**config.mk**
```make
export PLATFORM = sky130hd
export DESIGN_NAME = colorclk_ctrl
export DESIGN_NICKNAME = d
export VERILOG_FILES = /design/src/rtl/colorclk_pkg.sv /design/src/rtl/colorclk_wrapdet.sv /design/src/rtl/colorclk_ctrl.sv
export SDC_FILE = /design/constraint.sdc
export NUM_CORES = 1
export LEC_CHECK = 0
export ABC_AREA = 1
export CELL_PAD_IN_SITES_DETAIL_PLACEMENT = 0
export CELL_PAD_IN_SITES_GLOBAL_PLACEMENT = 1
export CORE_MARGIN = 2
export CORE_UTILIZATION = 51
export CTS_CLUSTER_SIZE = 20
export DETAILED_ROUTE_END_ITERATION = 12
export DONT_BUFFER_PORTS = 1
export GPL_ROUTABILITY_DRIVEN = 0
export GPL_TIMING_DRIVEN = 1
export HOLD_SLACK_MARGIN = 0.06
export PLACE_DENSITY = 0.92
export SYNTH_ARGS = -nofsm -noshare
export SYNTH_HDL_FRONTEND = slang
export SYNTH_SLANG_ARGS = --single-unit
```
**constraint.sdc**
```tcl
create_clock -name clk -period 3.3 [get_ports clk]
set_input_delay 0.165 -clock clk [delete_from_list [all_inputs] [get_ports clk]]
set_output_delay 0.165 -clock clk [all_outputs]
set_load 0.05 [all_outputs]
```
**src/rtl/colorclk_pkg.sv**
```systemverilog
// colorclk_pkg
//   Shared constants and types for the colour-subcarrier NCO controller:
//   increment width, the four standard increment values (PAL/NTSC at
//   140/165 MHz), default register number and wrap timeout, and the
//   controller FSM state encoding.
package colorclk_pkg;

  localparam int INC_W = 29;

  localparam logic [7:0] REG_ADDR_DEF     = 8'hF7;
  localparam int         WRAP_TIMEOUT_DEF = 1023;

  // Standard increments, indexed by {altern, mode}
  localparam logic [INC_W-1:0] INC_PAL_140  = 29'd68008027;
  localparam logic [INC_W-1:0] INC_NTSC_140 = 29'd54907245;
  localparam logic [INC_W-1:0] INC_PAL_165  = 29'd57703780;
  localparam logic [INC_W-1:0] INC_NTSC_165 = 29'd46587966;

  typedef enum logic [1:0] {
    ST_IDLE  = 2'd0,
    ST_PEND  = 2'd1,
    ST_APPLY = 2'd2
  } state_t;

  function automatic logic [INC_W-1:0] table_inc(input logic [1:0] sel);
    logic [INC_W-1:0] val;
    case (sel)
      2'b00:   val = INC_PAL_140;
      2'b01:   val = INC_NTSC_140;
      2'b10:   val = INC_PAL_165;
      default: val = INC_NTSC_165;
    endcase
    return val;
  endfunction

endpackage

```
**src/rtl/colorclk_wrapdet.sv**
```systemverilog
// colorclk_wrapdet
//   Decides when a pending increment change may be applied: either at an
//   accumulator wrap (acc_msb falling) or after WRAP_TIMEOUT cycles spent
//   pending, so a stopped NCO (increment 0) still gets updated.
// Ports
//   clk       in   fast system clock
//   rst_n     in   asynchronous active-low reset
//   acc_msb   in   NCO accumulator bit 28
//   pend      in   controller is waiting to apply; counter runs while high
//   apply_ok  out  combinational: apply may happen at the next edge
module colorclk_wrapdet
  import colorclk_pkg::*;
#(
  parameter int WRAP_TIMEOUT = WRAP_TIMEOUT_DEF
) (
  input  logic clk,
  input  logic rst_n,
  input  logic acc_msb,
  input  logic pend,
  output logic apply_ok
);

  localparam int CNT_W = (WRAP_TIMEOUT < 1) ? 1 : $clog2(WRAP_TIMEOUT + 1);
  localparam logic [CNT_W-1:0] CNT_LIMIT = CNT_W'(WRAP_TIMEOUT);

  logic             msb_reg;
  logic [CNT_W-1:0] cnt_reg;
  logic             wrap;
  logic             timeout;

  // Counter restarts from zero on every entry into the pending state,
  // because it is held clear whenever pend is low.
  always_ff @(posedge clk or negedge rst_n) begin
    if (!rst_n) begin
      msb_reg <= 1'b0;
      cnt_reg <= '0;
    end else begin
      msb_reg <= acc_msb;
      if (!pend) begin
        cnt_reg <= '0;
      end else if (cnt_reg != CNT_LIMIT) begin
        cnt_reg <= cnt_reg + 1'b1;
      end
    end
  end

  assign wrap     = msb_reg & ~acc_msb;
  assign timeout  = (cnt_reg == CNT_LIMIT);
  assign apply_ok = pend & (wrap | timeout);

endmodule

```
**src/rtl/colorclk_ctrl.sv**
```systemverilog
// colorclk_ctrl
//   Selects the 29-bit increment for the colour-subcarrier NCO: one of four
//   table values chosen by {altern, mode}, or a CPU-programmed custom value
//   written through a ZX-UNO register. New values are only applied at an
//   accumulator wrap (or after a timeout) so the subcarrier never glitches.
// Ports
//   clk, rst_n        fast clock, asynchronous active-low reset
//   mode, altern      table select (PAL/NTSC, 140/165 MHz), asynchronous
//   zxuno_addr        currently selected ZX-UNO register
//   regaddr_changed   pulse: zxuno_addr was just written
//   zxuno_regwr/rd    data-port strobes (multi-cycle levels)
//   din, dout, oe     CPU data in / read data / bus drive enable
//   acc_msb           NCO accumulator MSB (wrap feedback)
//   increment         increment presented to the NCO
//   inc_update        high during the cycle the new increment is loaded
//   custom_active     custom value in use
module colorclk_ctrl
  import colorclk_pkg::*;
#(
  parameter logic [7:0] REG_ADDR     = REG_ADDR_DEF,
  parameter int         WRAP_TIMEOUT = WRAP_TIMEOUT_DEF
) (
  input  logic             clk,
  input  logic             rst_n,
  input  logic             mode,
  input  logic             altern,
  input  logic [7:0]       zxuno_addr,
  input  logic             regaddr_changed,
  input  logic             zxuno_regwr,
  input  logic             zxuno_regrd,
  input  logic [7:0]       din,
  output logic [7:0]       dout,
  output logic             oe,
  input  logic             acc_msb,
  output logic [INC_W-1:0] increment,
  output logic             inc_update,
  output logic             custom_active
);

  // ---------------- register port ----------------
  logic        addressed;
  logic        regwr_reg;
  logic        regrd_reg;
  logic [1:0]  ptr_reg;
  logic [31:0] shadow;
  logic        wr_start;
  logic        strobe_end;

  assign addressed  = (zxuno_addr == REG_ADDR);
  assign wr_start   = zxuno_regwr & ~regwr_reg & addressed;
  assign strobe_end = (regwr_reg & ~zxuno_regwr) | (regrd_reg & ~zxuno_regrd);

  always_ff @(posedge clk or negedge rst_n) begin
    if (!rst_n) begin
      regwr_reg <= 1'b0;
      regrd_reg <= 1'b0;
      ptr_reg   <= 2'd0;
    end else begin
      regwr_reg <= zxuno_regwr;
      regrd_reg <= zxuno_regrd;
      if (regaddr_changed && addressed) begin
        ptr_reg <= 2'd0;
      end else if (addressed && strobe_end) begin
        ptr_reg <= ptr_reg + 2'd1;
      end
    end
  end

  // Shadow bytes, little-endian. Byte 3 keeps only the enable (bit 7) and
  // inc[28:24] (bits 4:0); bits 6:5 are stored as zero and read back as 0.
  for (genvar gi = 0; gi < 4; gi++) begin : g_byte
    localparam logic [7:0] BYTE_MASK = (gi == 3) ? 8'h9F : 8'hFF;
    logic [7:0] byte_reg;

    always_ff @(posedge clk or negedge rst_n) begin
      if (!rst_n) begin
        byte_reg <= 8'h00;
      end else if (wr_start && (ptr_reg == 2'(gi))) begin
        byte_reg <= din & BYTE_MASK;
      end
    end

    assign shadow[gi*8 +: 8] = byte_reg;
  end

  assign oe   = zxuno_regrd & addressed;
  assign dout = oe ? shadow[{ptr_reg, 3'b000} +: 8] : 8'hFF;

  // ---------------- table select synchroniser ----------------
  logic [1:0] sel_meta_reg;
  logic [1:0] sel_sync_reg;
  logic [1:0] sel_prev_reg;

  always_ff @(posedge clk or negedge rst_n) begin
    if (!rst_n) begin
      sel_meta_reg <= 2'b00;
      sel_sync_reg <= 2'b00;
      sel_prev_reg <= 2'b00;
    end else begin
      sel_meta_reg <= {altern, mode};
      sel_sync_reg <= sel_meta_reg;
      sel_prev_reg <= sel_sync_reg;
    end
  end

  // ---------------- request / target ----------------
  logic             custom_en;
  logic             request;
  logic [INC_W-1:0] target;

  assign custom_en = shadow[31];
  assign request   = (wr_start && (ptr_reg == 2'd3)) || (sel_sync_reg != sel_prev_reg);
  // Target is evaluated at apply time, so the latest request while
  // pending is the one that takes effect.
  assign target    = custom_en ? shadow[INC_W-1:0] : table_inc(sel_sync_reg);

  // ---------------- apply FSM ----------------
  state_t state_reg;
  state_t state_next;
  logic   apply_ok;
  logic   pend;

  assign pend = (state_reg == ST_PEND);

  colorclk_wrapdet #(
    .WRAP_TIMEOUT(WRAP_TIMEOUT)
  ) u_wrapdet (
    .clk     (clk),
    .rst_n   (rst_n),
    .acc_msb (acc_msb),
    .pend    (pend),
    .apply_ok(apply_ok)
  );

  always_ff @(posedge clk or negedge rst_n) begin
    if (!rst_n) begin
      state_reg <= ST_IDLE;
    end else begin
      state_reg <= state_next;
    end
  end

  always_comb begin
    state_next = state_reg;
    inc_update = 1'b0;
    case (state_reg)
      ST_IDLE: begin
        if (request) state_next = ST_PEND;
      end
      ST_PEND: begin
        if (apply_ok) state_next = ST_APPLY;
      end
      ST_APPLY: begin
        inc_update = 1'b1;
        state_next = request ? ST_PEND : ST_IDLE;
      end
      default: state_next = ST_IDLE;
    endcase
  end

  always_ff @(posedge clk or negedge rst_n) begin
    if (!rst_n) begin
      increment     <= INC_PAL_140;
      custom_active <= 1'b0;
    end else if (state_reg == ST_APPLY) begin
      increment     <= target;
      custom_active <= custom_en;
    end
  end

endmodule

```
==> key figures <==
Power and ir drop
  – Switching power: 1.28 mW
  – Clk pwr share: 24.1%
  – Pint: 1.75 mW
  – Peak VDD IR: 0.000306 V
  – Power density cells: 681 nW/um^2
  – Leakage: roughly 2.1 nW
  – Switching part of the total: a little over two fifths
  – Sequential Power Share: ~63%
  – Combinational Power Share: 12.4%

Cells and area
  – Share of cells above drive strength 1: between 10% and 20%
  – Final Util: 57.9%
  – Most common cell after layout, fill and taps aside: nand2_1
  – Layout Nets: 501
  – Multi-input gate area: 1670 um^2
  – Max reg flops: 30
  – Layout area overhead: 10.8%
  – Reg area: 2090 um^2
  – # diodes: 0
  – FILL cells: just under 700
  – Most frequent cells in the layout: 141 x nand2_1, 70 x dfrtp_1, 30 x inv_1

Synthesis
  – Flops & latches, synth: 83
  – Cell Area, Synth: 4020 um^2
  – Post-synth EDFFs: 0
  – Most used DFF post-synth: dfrtp_1
  – Mapped Cells: 448
  – Yosys Warn Count: 0
  – Syn_nets: 484
  – Yosys cell types: 32
  – Mean Syn Cell Area: 8.97 um^2
  – Seq/Total Area, Yosys: between 50% and 60%
  – Asr flop ratio synth: between 90% and 100%

Placed design
  – Final HPWL DP: 6.59 mm
  – PortBufs: 0

STA
  – Final setup fails: 0
  – Final slew viol count: 0
  – Final setup skew: about 0.012 ns
  – Final Hold Viols: 0
  – Slew HR: 53.5%
  – Setup TNS Final: 0 ns
  – F_max: 0.463 GHz
  – Worst hold margin: approximately 0.17 ns
  – Post-route minimum period: 2.16 ns
  – Tcrit/Tclk final: 65.5%
  – RSZ-0062 raised after global routing: no
  – Worst-margin pin slew: just under 0.7 ns

Detailed routing
  – Routed wire per std cell: 16.3 um
  – DRT antenna net count: 0
  – DRC violations left: 0
  – WL final: 9.33 mm
  – DRT iter0 DRCs: 245
  – DR vias/cell: 5.47
  – Vias: about 3,100
  – DRT Pass-1 Iters: 5

Clock tree
  – Clock Pin Slew Worst Setup and Hold Paths: 0.08 ns
  – H-tree levels: 3
  – Root Driver: clkbuf_8
  – Max Root-Sink Buffers: 2
  – Clk_lat worst skew: 0.37 ns
  – Clock Sinks: 83
  – CTS tree: built
  – Total CTS buffers: 9

Worst hold path
  – Worst hold stages: 4
  – HP Class: in -> reg

Floorplanning
  – Die area: 8610 um^2
  – Core Area: 7690 um^2
  – Die height: between 90 and 100 um
  – Starting Density: 52.3%
  – Row count: 32
  – Die Width: 92.8 um
  – Io pins: 64

Critical path
  – Kind of end point of the critical path: primary output
  – Worst Path Required: 3.13 ns
  – Critical path type: reg -> out
  – Crit path arrival time: 2.00 ns
  – Setup crit start kind: register
  – Critical path fanouts, max: 20
  – R2R cell count: 4

Global route
  – First-pass GRT wire length: 15.5 mm
  – Overflow after GRT: 0
  – Vias in the first global route: 2,979
  – Antenna violations before repair: 0
  – GR Util All Layers: a little under a quarter
  – Largest net degree at the start of global routing: 84

Run
  – Max-cap violations: 0

Run status
  – Outcome: finished, final reports clean
power groups by stage:
stage,Clock [mW],Combinational [mW],Sequential (mW)
after floorplan,0,0.292,1.89
after global placement,0,0.323,1.94
after detailed placement,0,0.335,1.95
after CTS,0.745,0.382,1.93
after global routing,0.781,0.445,1.95
final,0.731,0.377,1.92
final timing paths:
kind                            startpoint               endpoint  slack, ns
max                             ptr_reg[0]                dout[0]       1.14
min                            zxuno_regwr  g_byte[2].byte_reg[1]       0.17
max reg2reg                   state_reg[1]          increment[16]       1.42
min reg2reg                sel_meta_reg[0]        sel_sync_reg[0]       0.34
max in group asynchronous            rst_n           increment[6]       2.57
min in group asynchronous            rst_n           increment[7]       0.38
Yosys cell counts (2+ instances only):
library cell,number,area (um^2)
o21ai_0,17,85.1
xor2_1,2,17.5
dfstp_2,13,342
buf_8,3,45.0
dfrtp_1,70,1750
nor2_2,4,25.0
o221ai_1,3,26.3
nand2_1,141,529
a21oi_1,10,50.1
a22o_1,4,35.0
nand3_4,2,35.0
o211ai_1,12,90.1
nor3_1,2,10.0
nand4_1,27,169
nor2_1,18,67.6
or2_1,2,12.5
nand3_2,2,20.0
nand2_2,4,25.0
inv_1,30,113
o21ai_2,6,52.6
o21ai_1,6,30.0
nand3_1,29,145
ha_1,12,150
buf_2,9,45.0
buf_4,3,22.5
nor2_4,4,45.0
inv_2,7,26.3
clkbuf_1,2,7.51
timing repair:
action                                 4_1_cts  5_1_grt
buffers inserted                             0        0
resized for setup                            0        0
hold buffers                                16        0
endpoints found under the hold margin      122        0
worst max-delay path, stage by stage, from the launching register on:
cell and delay [ns]:
dfrtp_1 0.69, inv_2 0.26, a21oi_1 0.17, o21ai_1 0.09, o211ai_1 0.16, buf_4 0.26
kinds of logic after synthesis:
logic type / count (synthesis) / share of synthesized area, %
simple gates: 238 / 27.9
flops: 83 / 52.1
compound gates: 59 / 9.37
buf+inv: 54 / 6.44
fa+ha+maj: 12 / 3.74
xor+xnor: 2 / 0.436
cell type report:
class                      instances  area share, %
clock buffer                      10           2.87
clock inverter                     6           1.52
inverter                          37           3.12
multi-input combinational        311           37.4
sequential                        83           47.0
tap                              102           2.87
timing repair buffer              23           5.17
metrics by stage:
| step | setup slack, ns | area (um^2) | cells | power [mW] |
|---|---|---|---|---|
| 4_1_cts | 1.20 | 4450 | 572 | 3.05 |
| 3_5_place_dp | 1.45 | 4080 | 540 | 2.28 |
| 6_report | 1.14 | 4450 | 572 | 3.03 |
| 3_3_place_gp | 1.48 | 4080 | 540 | 2.27 |
| 5_1_grt | 1.02 | 4450 | 572 | 3.17 |
| 2_1_floorplan | 1.51 | 4020 | 448 | 2.19 |
layer usage:
metal  track usage, %  wire length, um  vias to the layer above
met5                0                0                        -
met3             5.29              589                       15
met4             8.33              176                        0
met1             33.3             4280                     1496
met2             34.3             4280                       93
li1                 -                -                     1526
(Power assumes the default switching activity.)
